File: src/rtl/ofdm_pkg.sv
// Shared types and helpers for the OFDM symbol mapper: sample/word types,
// FSM state encoding and the QPSK point mapping.
package ofdm_pkg;

  localparam int NPTS_DEF = 128;
  localparam int BIN0_DEF = 4;

  typedef logic signed [16:0] sample_t;
  typedef logic [47:0]        word_t;

  typedef enum logic [1:0] {
    ST_IDLE,
    ST_EMIT,
    ST_GAP
  } state_t;

  typedef struct packed {
    sample_t re;
    sample_t im;
  } iq_t;

  // Bit 0 of the pair selects the real sign, bit 1 the imaginary sign.
  function automatic iq_t qpsk_map(input logic [1:0] pair, input sample_t amp);
    iq_t r;
    r.re = pair[0] ? -amp : amp;
    r.im = pair[1] ? -amp : amp;
    return r;
  endfunction

endpackage

File: src/rtl/ofdm_word_fifo.sv
// Two-entry payload buffer. o_ready is a registered not-full flag that is
// held low while in reset, so writes are only taken when it was high pre-edge.
module ofdm_word_fifo
  import ofdm_pkg::*;
(
  input  logic  i_clk,
  input  logic  i_rst_n,
  input  logic  i_push,
  input  logic  i_pop,
  input  word_t i_data,
  output word_t o_data,
  output logic  o_empty,
  output logic  o_ready
);

  word_t      r_mem [2];
  logic       r_wr_ptr;
  logic       r_rd_ptr;
  logic [1:0] r_count;
  logic       r_ready;
  logic [1:0] w_count_nxt;
  logic       w_wr;
  logic       w_rd;

  assign w_wr        = i_push & r_ready;
  assign w_rd        = i_pop & (r_count != 2'd0);
  assign w_count_nxt = r_count + {1'b0, w_wr} - {1'b0, w_rd};

  assign o_data  = r_mem[r_rd_ptr];
  assign o_empty = (r_count == 2'd0);
  assign o_ready = r_ready;

  always_ff @(posedge i_clk or negedge i_rst_n) begin
    if (!i_rst_n) begin
      r_mem[0] <= '0;
      r_mem[1] <= '0;
      r_wr_ptr <= 1'b0;
      r_rd_ptr <= 1'b0;
      r_count  <= 2'd0;
      r_ready  <= 1'b0;
    end else begin
      if (w_wr) begin
        r_mem[r_wr_ptr] <= i_data;
        r_wr_ptr        <= ~r_wr_ptr;
      end
      if (w_rd) begin
        r_rd_ptr <= ~r_rd_ptr;
      end
      r_count <= w_count_nxt;
      r_ready <= (w_count_nxt != 2'd2);
    end
  end

endmodule

File: src/rtl/ofdm_sym_mapper.sv
// QPSK-maps buffered 48-bit payload words onto 24 bins of an NPTS-bin symbol
// and streams the symbol one bin per clock.
//   state | meaning
//   IDLE  | waiting for a buffered word
//   EMIT  | streaming bin r_k of the current symbol
//   GAP   | forced idle cycles between symbols
module ofdm_sym_mapper
  import ofdm_pkg::*;
#(
  parameter int NPTS      = NPTS_DEF,
  parameter int BIN0      = BIN0_DEF,
  parameter int AMP       = 16384,
  parameter int PILOT_BIN = 60,
  parameter int PILOT_EN  = 1,
  parameter int GAP       = 0
) (
  input  logic                Clk,
  input  logic                Reset,
  input  logic                PushIn,
  input  logic [47:0]         DataIn,
  output logic                Ready,
  output logic                Pushin,
  output logic                FirstData,
  output logic signed [16:0]  DinR,
  output logic signed [16:0]  DinI
);

  localparam int              KW       = $clog2(NPTS);
  localparam logic [KW-1:0]   LP_LAST  = KW'(NPTS - 1);
  localparam logic [KW-1:0]   LP_PILOT = KW'(PILOT_BIN);
  localparam logic [7:0]      LP_GAP   = 8'(GAP);
  localparam sample_t         LP_AMP   = sample_t'(AMP);

  state_t        r_state;
  state_t        w_state_nxt;
  logic [KW-1:0] r_k;
  logic [KW-1:0] w_k_nxt;
  logic [7:0]    r_gap;
  logic [7:0]    w_gap_nxt;
  word_t         r_word;
  word_t         w_head;
  logic          w_pop;
  logic          w_empty;
  logic          w_pushin;
  logic          w_first;
  sample_t       w_re;
  sample_t       w_im;
  logic [4:0]    w_idx;
  iq_t           w_iq;

  ofdm_word_fifo u_fifo (
    .i_clk   (Clk),
    .i_rst_n (Reset),
    .i_push  (PushIn),
    .i_pop   (w_pop),
    .i_data  (DataIn),
    .o_data  (w_head),
    .o_empty (w_empty),
    .o_ready (Ready)
  );

  always_ff @(posedge Clk or negedge Reset) begin
    if (!Reset) begin
      r_state <= ST_IDLE;
      r_k     <= '0;
      r_gap   <= '0;
      r_word  <= '0;
    end else begin
      r_state <= w_state_nxt;
      r_k     <= w_k_nxt;
      r_gap   <= w_gap_nxt;
      if (w_pop) begin
        r_word <= w_head;
      end
    end
  end

  always_comb begin
    w_state_nxt = r_state;
    w_k_nxt     = r_k;
    w_gap_nxt   = r_gap;
    w_pop       = 1'b0;
    case (r_state)
      ST_IDLE: begin
        if (!w_empty) begin
          w_pop       = 1'b1;
          w_k_nxt     = '0;
          w_state_nxt = ST_EMIT;
        end
      end
      ST_EMIT: begin
        w_k_nxt = r_k + 1'b1;
        if (r_k == LP_LAST) begin
          w_k_nxt = '0;
          if (GAP > 0) begin
            w_gap_nxt   = LP_GAP;
            w_state_nxt = ST_GAP;
          end else if (!w_empty) begin
            w_pop = 1'b1;
          end else begin
            w_state_nxt = ST_IDLE;
          end
        end
      end
      ST_GAP: begin
        w_gap_nxt = r_gap - 8'd1;
        if (r_gap == 8'd1) begin
          w_state_nxt = ST_IDLE;
        end
      end
      default: w_state_nxt = ST_IDLE;
    endcase
  end

  // Bin value for the current k; outputs are forced to zero outside EMIT.
  always_comb begin
    w_pushin = 1'b0;
    w_first  = 1'b0;
    w_re     = '0;
    w_im     = '0;
    w_idx    = 5'(int'(r_k) - BIN0);
    w_iq     = qpsk_map(r_word[{w_idx, 1'b0} +: 2], LP_AMP);
    if (r_state == ST_EMIT) begin
      w_pushin = 1'b1;
      w_first  = (r_k == '0);
      if (int'(r_k) >= BIN0 && int'(r_k) < BIN0 + 24) begin
        w_re = w_iq.re;
        w_im = w_iq.im;
      end else if (PILOT_EN != 0 && r_k == LP_PILOT) begin
        w_re = LP_AMP;
      end
    end
  end

  always_ff @(posedge Clk or negedge Reset) begin
    if (!Reset) begin
      Pushin    <= 1'b0;
      FirstData <= 1'b0;
      DinR      <= '0;
      DinI      <= '0;
    end else begin
      Pushin    <= w_pushin;
      FirstData <= w_first;
      DinR      <= w_re;
      DinI      <= w_im;
    end
  end

endmodule

File: config.mk
export PLATFORM = sky130hd
export DESIGN_NAME = ofdm_sym_mapper
export DESIGN_NICKNAME = d
export VERILOG_FILES = /design/src/rtl/ofdm_pkg.sv /design/src/rtl/ofdm_word_fifo.sv /design/src/rtl/ofdm_sym_mapper.sv
export SDC_FILE = /design/constraint.sdc
export NUM_CORES = 1
export LEC_CHECK = 0
export CAP_MARGIN = 20
export CELL_PAD_IN_SITES_DETAIL_PLACEMENT = 0
export CELL_PAD_IN_SITES_GLOBAL_PLACEMENT = 2
export CORE_MARGIN = 2
export CORE_UTILIZATION = 40
export DETAILED_ROUTE_END_ITERATION = 16
export PLACE_DENSITY_LB_ADDON = 0.1
export SLEW_MARGIN = 40
export SYNTH_ARGS = -nofsm -noshare
export SYNTH_HDL_FRONTEND = slang
export SYNTH_HIERARCHICAL = 1
export SYNTH_SLANG_ARGS = --single-unit
File: constraint.sdc
create_clock -name Clk -period 3 [get_ports Clk]
set_input_delay 0.45 -clock Clk [delete_from_list [all_inputs] [get_ports Clk]]
set_output_delay 0.45 -clock Clk [all_outputs]
set_load 0.01 [all_outputs]
After elaboration in Yosys (flattened, before gate mapping) --
Cells that the tools add are included.
Word-level totals: bits in registers 202, bits in latches 0, bits in writable memories 0, bits in read-only memories 0, input port bits 51, output and inout port bits 37, word-level logic and storage cells 76, memories kept 0
Operators by class: $add $sub $neg 5, $mul 0, div/mod/pow operators 0, order comparisons 5, eq/ne operators 10, shifts and indexed selects 1, muxes and demuxes 26, bitwise operators 6, reduce and logical (&&, ||, !) cells 9
Operators with widths (count):
- $mux W48 | 4
- $mux W17 | 6
- $bwmux W96 | 1
- $demux W48 S1 | 1
- $shiftx A48 B7 Y2 | 1
- $mux W15 | 1
- $mux W7 | 2
- $pmux W7 S2 | 1
- $ne A2 B2 Y1 const B | 5
- $eq A8 B1 Y1 const B | 1
- $mux W2 | 4
- $sub A8 B1 Y8 const B | 1
- $add A7 B1 Y7 const B | 1
- $eq A7 B6 Y1 const B | 1
- $eq A7 B7 Y1 const B | 1
- $ge A7 B3 Y1 const B | 1
- $logic_not A7 Y1 | 1
- $lt A7 B5 Y1 const B | 1
- $pmux W2 S3 | 1
- $sub A5 B3 Y5 const B | 1
- $ge A2 B2 Y1 const B | 2
- $logic_not A2 Y1 | 2
- $mux W1 | 4
- $not A1 Y2 | 2
- 12 further kinds | 16

Longest topological paths before layout --
Gate-level depths: netlist of run 1.
word-level depth 7, depth in mapped cells 12, depth with buffers taken out 10

By module --
The synthesis of run 1 kept the hierarchy.
By module, submodules not included:
- ofdm_word_fifo | times used 1, cells an instance 275, area an instance 4465.5 um^2, sequential area each 2527.4 um^2
- ofdm_sym_mapper | times used 1, cells an instance 230, area an instance 3105.5 um^2, sequential area each 1551.5 um^2

Worst setup path after synthesis of run 1 --
Ideal clock, no wire load.
path kind reg2reg, start register r_k[1], end register u_fifo.r_ready (netlist: u_fifo/o_ready), setup time 0.079 ns, arrival 2.366 ns, required time 2.921 ns, slack 0.555 ns, cell stages (with the launch flop) 13, buffers on the path 2, period minus slack after synthesis 2.445 ns, cell sequence dfrtp_1 ha_1 nand3_1 o21ai_2 and2b_1 buf_4 buf_6 o21a_1 ha_1 inv_1 ha_1 xnor2_1 mux2i_1
On the way: cells in the longest elaborated chain, start to end 6
Ends and longest elaborated chain:
- from (decl) | RTL line ofdm_sym_mapper.sv:36 | logic [KW-1:0] r_k;
- from (signal assigned) | RTL line ofdm_sym_mapper.sv:70 | r_k <= w_k_nxt;
- $eq A7 B7 Y1 | RTL line ofdm_sym_mapper.sv:93 | if (r_k == LP_LAST) begin
- $mux W1 | RTL line ofdm_sym_mapper.sv:93
- $pmux W1 S2 | RTL line ofdm_sym_mapper.sv:83 | case (r_state)
- named net w_pop | RTL line ofdm_sym_mapper.sv:42 | logic w_pop;
- $and A1 B1 Y1 | RTL line ofdm_word_fifo.sv:26 | assign w_rd = i_pop & (r_count != 2'd0);
- named net u_fifo.w_rd | RTL line ofdm_word_fifo.sv:23 | logic w_rd;
- $sub A2 B1 Y2 | RTL line ofdm_word_fifo.sv:27 | assign w_count_nxt = r_count + {1'b0, w_wr} - {1'b0, w_rd};
- $ne A2 B2 Y1 | RTL line ofdm_word_fifo.sv:50 | r_ready <= (w_count_nxt != 2'd2);
- to (signal assigned) | RTL line ofdm_word_fifo.sv:50
- to (decl) | RTL line ofdm_word_fifo.sv:20 | logic r_ready;
The timed path passes the listed nets, and every way through them passes these cells. A chain may end at the register's enable or synchronous reset.

Worst setup path in the final report of run 1 --
start register r_k[1], end register u_fifo.r_ready (netlist: u_fifo/o_ready)
On the way: cells in the longest elaborated chain, start to end 6
Ends and longest elaborated chain (RTL line):
- $eq A7 B7 Y1 | ofdm_sym_mapper.sv:93
- $mux W1 | ofdm_sym_mapper.sv:93
- $pmux W1 S2 | ofdm_sym_mapper.sv:83
- $and A1 B1 Y1 | ofdm_word_fifo.sv:26
- named net u_fifo.w_rd | ofdm_word_fifo.sv:23
- $sub A2 B1 Y2 | ofdm_word_fifo.sv:27
- $ne A2 B2 Y1 | ofdm_word_fifo.sv:50
The timed path passes the listed nets, and every way through them passes these cells.

==> metrics.cfg, run 1 <==
[run_status]
status = finished, violations left
violations = negative hold slack

[die]
die_width_um = 142
die_h_um = 142
initial_utilization_pct = 40.6
coreArea_um2 = 18600
ios = 88
row_count = 50
die-area_um2 = 20000

[power]
vdd_drop_max_v = 0.000465
power.density_nw_per_um2 = 991
p_seq_share_pct = 42.0
p_sw_mw = 2.55
switching_share_pct = 29.2
cell_internal_pwr_mw = 6.18
power.leakage_nw = 3.90
clkPwrFrac_pct = 23.7
p_comb_share_pct = 34.3

[routing]
dr.pass1.iters = 4
drc = 0
drt-initial-drc-count = 227
wl_um = 14400
ant_nets = 0
wire_per_inst_um = 17.8
viasPerCell = 5.03
vias = 4052

[worst_setup_path]
crit_path_end_kind = flip-flop
cp.arrival_ns = 2.75
worst_setup_path_start_kind = flip-flop
reg2reg_depth = 10
critical_path_required_ns = 3.33
critPathKind = flip-flop to flip-flop
cp_max_fo = 8

[layout]
synthToLayoutAreaGrowth_pct = 16.2
final_cell_area_um2 = 8800
antennaDiodeCount = 0
layout-drive-gt1-share_pct = 42.5
nets = 622
fillCellCount = 1655
utilization_pct = 47.2

[sta]
hold_viol = 1
maxSlewViolCount = 0
finalSetupViolations = 0
fin_crit_sh_pct = 80.5
worstMarginPinSlew_ns = 0.748
max_freq_mhz = 414
timing.hold.ws_ns = -0.00325
slew-limit-headroom_pct = 50.1
finClkSkew_ns = 0.00761
rsz0062_at_grt = no
fin_crit_ns = 2.41
tns_ns = 0

[logic_synthesis]
synth-main-ff-cell = dfrtp_1
synthTopCellsByArea = dfrtp_1 54%, mux2_2 25%, mux2_4 4.0%
async_reset_ff_share_pct = 100
ys_warn_count = 6
netlist.top_cell.by_area = dfrtp_1
synth-seq-cells = 163
seq_area_frac_synth_pct = 53.9
synthTopCellsByCount = 170 x mux2_2, 163 x dfrtp_1, 32 x buf_4
synth_area_per_cell_um2 = 15.0
syn_inst = 505
synth_cell_type_count = 40
yosysMostFrequentCell = mux2_2
synth_area_um2 = 7570
synth_top_area_share_pct = 53.9
synth_edf_count = 0

[global_route]
grt_usage_pct = 15.2
grt_antenna_before_repair = 0
overflow = 0
grt_pass1_wl_um = 23500
grt_pass1_vias = 4382
grt_max_degree = 61

[clock_network]
clk_pin_slew_ns = 0.06
clockBufferDepth = 2
cts_tree = done
cts_resized = 0
clockRootBuffer = clkbuf_16
cts_sinks = 163
numCtsBuffers = 17
cts_hold_buf = 0
post_cts_buffers = 0
htree_num_levels = 4
clock_latency_ns = 0.42

[placed_design]
dpl-instance-area_um2 = 8250
port_buffers = 59
dp_hpwl_um = 9330
gp_congestion = 0.746

[run]
cap_violations = 0

[min_path]
hold_path_class = primary input to asynchronous set/reset pin

[placed cells by master, fill, tap and decap left out, types with 3 or more instances in the layout]
master,netlist,routed
nand3_1,6,6
nand2_1,11,11
a21oi_1,4,4
o21ai_0,6,6
ha_1,8,8
clkdlybuf4s50_1,0,58
buf_4,32,6
mux2i_1,4,4
nor2_1,3,3
clkbuf_16,0,17
dfrtp_1,163,162
clkbuf_1,0,3
mux4_2,12,12
inv_1,6,6
mux2_2,170,170
and3_1,3,3
clkinv_2,0,3
mux2_4,20,20
mux2_1,3,3
conb_1,1,28
xnor2_1,3,3
buf_12,0,3
[routing by layer]
layer  GRT usage, %  wire, um  vias up
li1               -         -     1869
met1           20.7      6810     2084
met2           24.0      6820       79
met3           3.85       505       20
met4           5.16       240        0
met5              0         0        -
[layout make-up]
cell class	count	area [um2]	area share, %
repair buffers	68	697	7.92
multi-input cells	306	3160	35.9
clock inverters	6	82.6	0.938
flip-flops and latches	163	4080	46.4
inverters	7	26.3	0.299
clock buffers	22	464	5.27
well taps	234	293	3.33
[metrics by stage]
stage                     instances  worst slack, ns  power [mW]
after floorplan                 532            0.555        5.94
after global placement          778            0.632        6.64
after detailed placement        778            0.610        6.73
after CTS                       806            0.572        8.85
after global routing            806            0.313        9.28
final                           806            0.585        8.72
[state kept, by name, summed over array words and instances (netlist names)]
name	count
DinI	2
u_fifo/r_rd_ptr	1
u_fifo/r_count	2
r_state	1
u_fifo/o_ready	1
u_fifo/r_wr_ptr	1
Pushin	1
FirstData	1
r_word	48
DinR	2
r_k	7
u_fifo/r_mem	96
[path summary, 6_finish.rpt]
check / from / endpoint / slack [ns]
min in group Clk: u_fifo/r_mem[65] / u_fifo/r_mem[65] / 0.49
worst min register to register: u_fifo/r_mem[65] / u_fifo/r_mem[65] / 0.49
worst max-delay path: r_k[1] / u_fifo/o_ready / 0.59
max in group asynchronous: Reset / u_fifo/r_mem[33] / 2.21
worst min-delay path: Reset / u_fifo/r_mem[28] / -0.003
worst max register to register: r_k[1] / u_fifo/o_ready / 0.59
[power groups by stage]
stage / Sequential [mW] / Clock [mW] / Combinational (mW)
after floorplan: 3.48 / 0 / 2.46
final: 3.67 / 2.06 / 2.99
after CTS: 3.67 / 2.13 / 3.05
after global routing: 3.79 / 2.23 / 3.26
after detailed placement: 3.69 / 0 / 3.04
after global placement: 3.64 / 0 / 3.00
[logic make-up (layout without fill, tap and decap cells)]
logic type / after synthesis / count (layout) / share of synthesized area [%]
xor gates and xnor gates: 5 / 5 / 0.579
and+or+nand+nor: 34 / 34 / 2.59
DFF: 163 / 163 / 53.9
AOI/OAI and AO/OA: 22 / 22 / 2.02
adders and majority gates: 8 / 8 / 1.32
buffers and inverters: 63 / 103 / 5.77
other: 1 / 28 / 0.0495
muxes: 209 / 209 / 33.8
[critical path, stage by stage, from the launching register on]
cell     delay [ns]
dfrtp_1        0.46
ha_1           0.27
nand3_1        0.11
o21ai_2        0.28
and2b_2        0.21
o21a_1         0.17
ha_1           0.24
inv_1          0.06
ha_1           0.15
xnor2_1        0.17
mux2i_1        0.23
Note: power is estimated with default switching activity, not from simulation.
==> inputs of run 2 (changes only) <==
- clock period: 3 -> 2.3 ns (I/O delays scaled with it)
==> run 2 against run 1 <==
The flow now finishes without violations. Register-to-register slack worse by 0.46 ns. First-iteration DRC count is 23% lower. Final cell count is 1.7% higher. Combinational power is 39% higher. Setup slack worse by 0.46 ns. Clock-buffer cell count is 3 lower. Clock power is 40% higher. Via count is 1.2% higher.
==> metrics.cfg, run 2 (synthesized netlist as in run 1, its figures left out) <==
[run_status]
status = finished, final reports clean

[layout]
reg_top3 = u_fifo/r_mem (96), r_word (48), r_k (7)
final_cell_count_no_fill = 820  ; +1.7%
regMostFlops = u_fifo/r_mem
utilization_pct = 48.3  ; +1.0 points
largest_reg_flops = 96  ; unchanged
layout_commonest_cell = mux2_2
fillCellCount = 1618  ; -2.2%
synthToLayoutAreaGrowth_pct = 18.8
most-common-layout-cells = 170 x mux2_2, 162 x dfrtp_1, 58 x clkdlybuf4s50_1
nets = 632  ; +1.6%
final_cell_area_um2 = 9000  ; +2.2%
layout-drive-gt1-share_pct = 44.7  ; +2.2 points
antennaDiodeCount = 0  ; unchanged

[sta]
max_freq_mhz = 460  ; +11%
hold_viol = 0  ; -1
finClkSkew_ns = 0.00885  ; +0.00123 ns
timing.hold.ws_ns = 0.449  ; +0.452 ns
fin_ws_ns = 0.128  ; -0.458 ns
fin_crit_ns = 2.17  ; -0.242 ns
worstMarginPinSlew_ns = 0.646  ; -0.102 ns
rsz0062_at_grt = no
maxSlewViolCount = 0  ; unchanged
fin_crit_sh_pct = 94.5  ; +14 points
slew-limit-headroom_pct = 56.9  ; +6.8 points
finalSetupViolations = 0  ; unchanged

[worst_setup_path]
worst_setup_path_start_kind = flip-flop
crit_path_end_kind = flip-flop
cp_max_fo = 6  ; -2
cp_cell_sequence = buf_4 > clkinv_1 > ha_1 > a2111oi_0 > a311o_1 > inv_1 > a31o_1
critPathKind = flip-flop to flip-flop
critical_path_required_ns = 2.60  ; -0.73 ns
crit_path_top_delay_cell = a2111oi_0
critical_path.top_delay_family = compound AO/OA/AOI/OAI gates
cp.arrival_ns = 2.47  ; -0.28 ns
worst-path-buf-inv = 3  ; +2
slowest_delay_ns = 0.44  ; -0.02 ns

[global_route]
grt_antenna_before_repair = 0  ; unchanged
grt_max_degree = 60  ; -1.6%
overflow = 0  ; unchanged
grt_usage_pct = 15.8  ; +0.52 points
grt_pass1_wl_um = 24200  ; +2.8%
grt_pass1_vias = 4477  ; +2.2%

[die]
die_h_um = 142  ; unchanged
coreArea_um2 = 18600  ; unchanged
initial_utilization_pct = 40.6  ; unchanged
ios = 88  ; unchanged
die_width_um = 142  ; unchanged
row_count = 50  ; unchanged
die-area_um2 = 20000  ; unchanged

[routing]
dr.pass1.iters = 4  ; unchanged
drt-met1-wl_um = 7010  ; +3.0%
drt-initial-drc-count = 175  ; -23%
drc = 0  ; unchanged
ant_nets = 0  ; unchanged
wl_um = 14700  ; +2.1%
routed.top_layer = met4
vias = 4100  ; +1.2%
route.met2.wl_um = 7080  ; +3.8%
wire_per_inst_um = 17.9  ; +0.33%
met3RoutedLength_um = 461  ; -8.7%
viasPerCell = 5.00  ; -0.54%

[power]
power.density_nw_per_um2 = 1300  ; +31%
vdd_drop_max_v = 0.000624  ; +34%
power.leakage_nw = 3.99  ; +2.3%

[clock_network]
post_cts_buffers = 0  ; unchanged
htree_num_levels = 4  ; unchanged
cts_tree = done
clockBufferDepth = 2  ; unchanged
numCtsBuffers = 17  ; unchanged
clk_pin_slew_ns = 0.06  ; about the same
clock_latency_ns = 0.42  ; about the same
cts_sinks = 163  ; unchanged
clockRootBuffer = clkbuf_16

[placed_design]
dp_cells = 787  ; +1.2%
dpl-instance-area_um2 = 8380  ; +1.6%
port_buffers = 59  ; unchanged
dp_hpwl_um = 9840  ; +5.4%
preCtsSetupSlack_ns = 0.149  ; -0.461 ns
gp_congestion = 0.762  ; +2.1%

[run]
cap_violations = 0  ; unchanged

[min_path]
hold_path_class = primary input to asynchronous set/reset pin

run 2: repair_timing:
| action | CTS | global route |
|---|---|---|
| resized for setup | 0 | 0 |
| hold endpoints to repair | 52 | 0 |
| hold buffers | 1 | 0 |
| endpoints found under the setup margin | 0 | 0 |
run 2: cell type report:
class,count,area [um2],area share [%]
clock inverters,13,159,1.77
well taps,234,293,3.25
flip-flops and latches,163,4080,45.4
clock buffers,19,443,4.92
multi-input cells,306,3180,35.4
repair buffers,78,812,9.03
inverters,7,26.3,0.292
run 2: through the flow:
step | TNS [ns] | total power, mW
floorplan | -0.130 | 7.78
global placement | 0 | 8.82
detailed placement | 0 | 8.94
CTS | 0 | 11.9
global route | 0 | 12.5
finish | 0 | 11.7
run 2: worst paths after layout:
| check | start | slack [ns] | cells after the start | to |
|---|---|---|---|---|
| hold / removal | Reset | 0.45 | 2 | u_fifo/r_mem[76] |
| min in group Clk | r_word[37] | 0.50 | 1 | r_word[37] |
| setup / recovery | r_k[1] | 0.13 | 7 | DinR[15] |
| max in group asynchronous | Reset | 1.12 | 3 | u_fifo/r_rd_ptr |
| setup reg to reg | r_k[1] | 0.13 | 7 | DinR[15] |
| hold reg to reg | r_word[37] | 0.50 | 1 | r_word[37] |
run 2: layer usage:
layer	vias to the layer above	GRT usage (%)
met3	10	3.98
met5	-	0
met2	71	25.3
li1	1896	-
met4	0	4.26
met1	2123	21.5
run 2: where the power goes:
| part | switching [mW] | leakage (nW) | total (mW) | internal [mW] |
|---|---|---|---|---|
| clock network | 1.14 | 0.289 | 2.88 | 1.73 |
| logic | 1.66 | 1.71 | 4.15 | 2.49 |
| registers | 0.614 | 1.98 | 4.68 | 4.07 |
| total | 3.42 | 3.99 | 11.7 | 8.29 |
==> inputs of run 3 (changes only) <==
- CORE_UTILIZATION: 40 -> 30
- PLACE_DENSITY: unset -> 0.71
- PLACE_DENSITY_LB_ADDON: 0.1 -> unset
==> run 3 against run 2 <==
Utilization decreased by 12 points. Sequential share of layout area decreased by 0.76 points. Setup slack got worse by 0.011 ns. Hold slack improved by 0.012 ns. Die area increased by 32%. Clock-buffer cell count increased by 1. Largest cell class unchanged.
==> metrics.cfg, run 3 (synthesized netlist as in run 1, its figures left out) <==
[die]
row_count = 58  ; +16%
die_width_um = 163  ; +15%
coreArea_um2 = 25000  ; +34%
ios = 88  ; unchanged
die-area_um2 = 26500  ; +32%
initial_utilization_pct = 30.3  ; -10 points
die_h_um = 163  ; +15%

[layout]
layout-drive-gt1-share_pct = 44.6  ; -0.076 points
multi_input_area_um2 = 3180  ; unchanged
synthToLayoutAreaGrowth_pct = 20.9
nets = 633  ; +0.16%
most-common-layout-cells = 170 x mux2_2, 162 x dfrtp_1, 58 x clkdlybuf4s50_1
final_cell_area_um2 = 9150  ; +1.7%
reg_top3 = u_fifo/r_mem (96), r_word (48), r_k (7)
fillCellCount = 2421  ; +50%
final_cell_count_no_fill = 917  ; +12%
antennaDiodeCount = 0  ; unchanged
regMostFlops = u_fifo/r_mem
largest_reg_flops = 96  ; unchanged
seq_area_um2 = 4080  ; unchanged
layout_commonest_cell = mux2_2

[placed_design]
dpl-instance-area_um2 = 8510  ; +1.5%
dp_cells = 884  ; +12%
dp_hpwl_um = 10300  ; +4.8%
port_buffers = 59  ; unchanged
gp_congestion = 0.763  ; about the same

[clock_network]
cts_hold_buf = 1  ; unchanged
clockRootBuffer = clkbuf_16
cts_resized = 0  ; unchanged
numCtsBuffers = 17  ; unchanged
cts_tree = done
htree_num_levels = 4  ; unchanged
clockBufferDepth = 2  ; unchanged
post_cts_buffers = 0  ; unchanged
cts_sinks = 163  ; unchanged
clock_latency_ns = 0.42  ; about the same
clk_pin_slew_ns = 0.06  ; about the same

[worst_setup_path]
timing.rr.end = u_fifo/o_ready
critical_path.top_delay_family = adder cells
critical_path_required_ns = 2.64  ; +0.04 ns
slowest_delay_ns = 0.38  ; -0.06 ns
setup.worst_path.start = r_k[2]
reg2reg_depth = 10  ; +3
crit_path_top_delay_cell = dfrtp_1
rr_startpoint = r_k[2]
crit_cells = 10  ; +3
setup.worst_path.end = u_fifo/o_ready
worst-path-buf-inv = 1  ; -2
crit_top_cell = ha_1
worst_setup_path_start_kind = flip-flop
cp.arrival_ns = 2.52  ; +0.05 ns
critPathKind = flip-flop to flip-flop
worst-r2r-setup-slack_ns = 0.12  ; about the same
cp_cell_sequence = ha_1 > nand3_2 > o21ai_4 > and2b_2 > o21a_1 > ha_1 > inv_1 > ha_2 > xnor2_2 > mux2i_1
crit_path_end_kind = flip-flop
cp_max_fo = 4  ; -2

[global_route]
grt_pass1_vias = 4516  ; +0.87%
busiest_layer = met2
overflow = 0  ; unchanged
grt_usage_pct = 12.0  ; -3.8 points
grt_antenna_before_repair = 0  ; unchanged
grt_util_met2_pct = 19.1  ; -6.1 points
grt_max_degree = 60  ; unchanged
grt_pass1_wl_um = 24500  ; +1.3%
met1_usage_pct = 15.9  ; -5.5 points
met3_usage_pct = 2.80  ; -1.2 points

[sta]
fin_crit_sh_pct = 94.9  ; +0.47 points
max_freq_mhz = 458  ; -0.50%
rsz0062_at_grt = no
finalSetupViolations = 0  ; unchanged
maxSlewViolCount = 0  ; unchanged
fin_crit_ns = 2.18  ; +0.0109 ns
worstMarginPinSlew_ns = 0.560  ; -0.0868 ns
finClkSkew_ns = 0.00611  ; -0.00273 ns
hold_viol = 0  ; unchanged
slew-limit-headroom_pct = 62.7  ; +5.8 points

[routing]
ant_nets = 0  ; unchanged
wl_um = 14900  ; +1.7%
vias = 4127  ; +0.66%
drt-initial-drc-count = 141  ; -19%
wire_per_inst_um = 16.3  ; -9.1%
viasPerCell = 4.50  ; -10%
drc = 0  ; unchanged
dr.pass1.iters = 4  ; unchanged

[run_status]
status = finished, final reports clean

[run]
cap_violations = 0  ; unchanged

[power]
power.leakage_nw = 4.00  ; +0.43%
power.total_mw = 11.8  ; +1.1%
vdd_drop_max_v = 0.000603  ; -3.3%
power.density_nw_per_um2 = 1290  ; -0.63%

[min_path]
hold_path_class = primary input to asynchronous set/reset pin

## run 3: changes by cell type in the layout (fill, tap and decap cells not counted), sizes merged
cell and change:
clkinvlp -2, buf +1, bufinv +1, clkbuf +1, clkinv +1, inv -1
## run 3: where the power goes
group	switching (mW)	leakage (nW)	internal, mW
logic	1.64	1.72	2.50
registers	0.644	1.98	4.07
clock network	1.13	0.304	1.85
## run 3: worst min-delay path by stage
stage / end / slack, ns / depth (start not counted)
2_1_floorplan: DinI[14] / 0.05 / 0
3_3_place_gp: u_fifo/r_mem[30] / 0.35 / 1
3_5_place_dp: u_fifo/r_mem[30] / 0.36 / 1
4_1_cts: r_word[31] / 0.49 / 2
5_1_grt: r_word[27] / 0.51 / 2
6_report: r_word[27] / 0.46 / 2
## run 3: area by class of cell
type | instances | share of cell area [%]
Sequential cell | 163 | 44.6
Tap cell | 330 | 4.51
Timing Repair Buffer | 79 | 8.96
Multi-Input combinational cell | 306 | 34.8
Clock buffer | 20 | 4.88
Inverter | 7 | 0.287
Clock inverter | 12 | 1.98
## run 3: routing by layer
metal / vias to the layer above / part of all wire [%]
met5: - / 0
met4: 0 / 1.4
met3: 14 / 3.3
met2: 64 / 49
met1: 2149 / 47
li1: 1900 / -
## run 3: per-stage QoR
stage	worst slack, ns	TNS [ns]	util [%]	hold slack [ns]
3_3_place_gp	0.223	0	34.1	0.349
5_1_grt	0.0134	0	36.7	0.511
2_1_floorplan	-0.0932	-0.130	-	0.0494
6_report	0.117	0	36.7	0.461
3_5_place_dp	0.150	0	34.1	0.355
4_1_cts	0.110	0	36.7	0.485
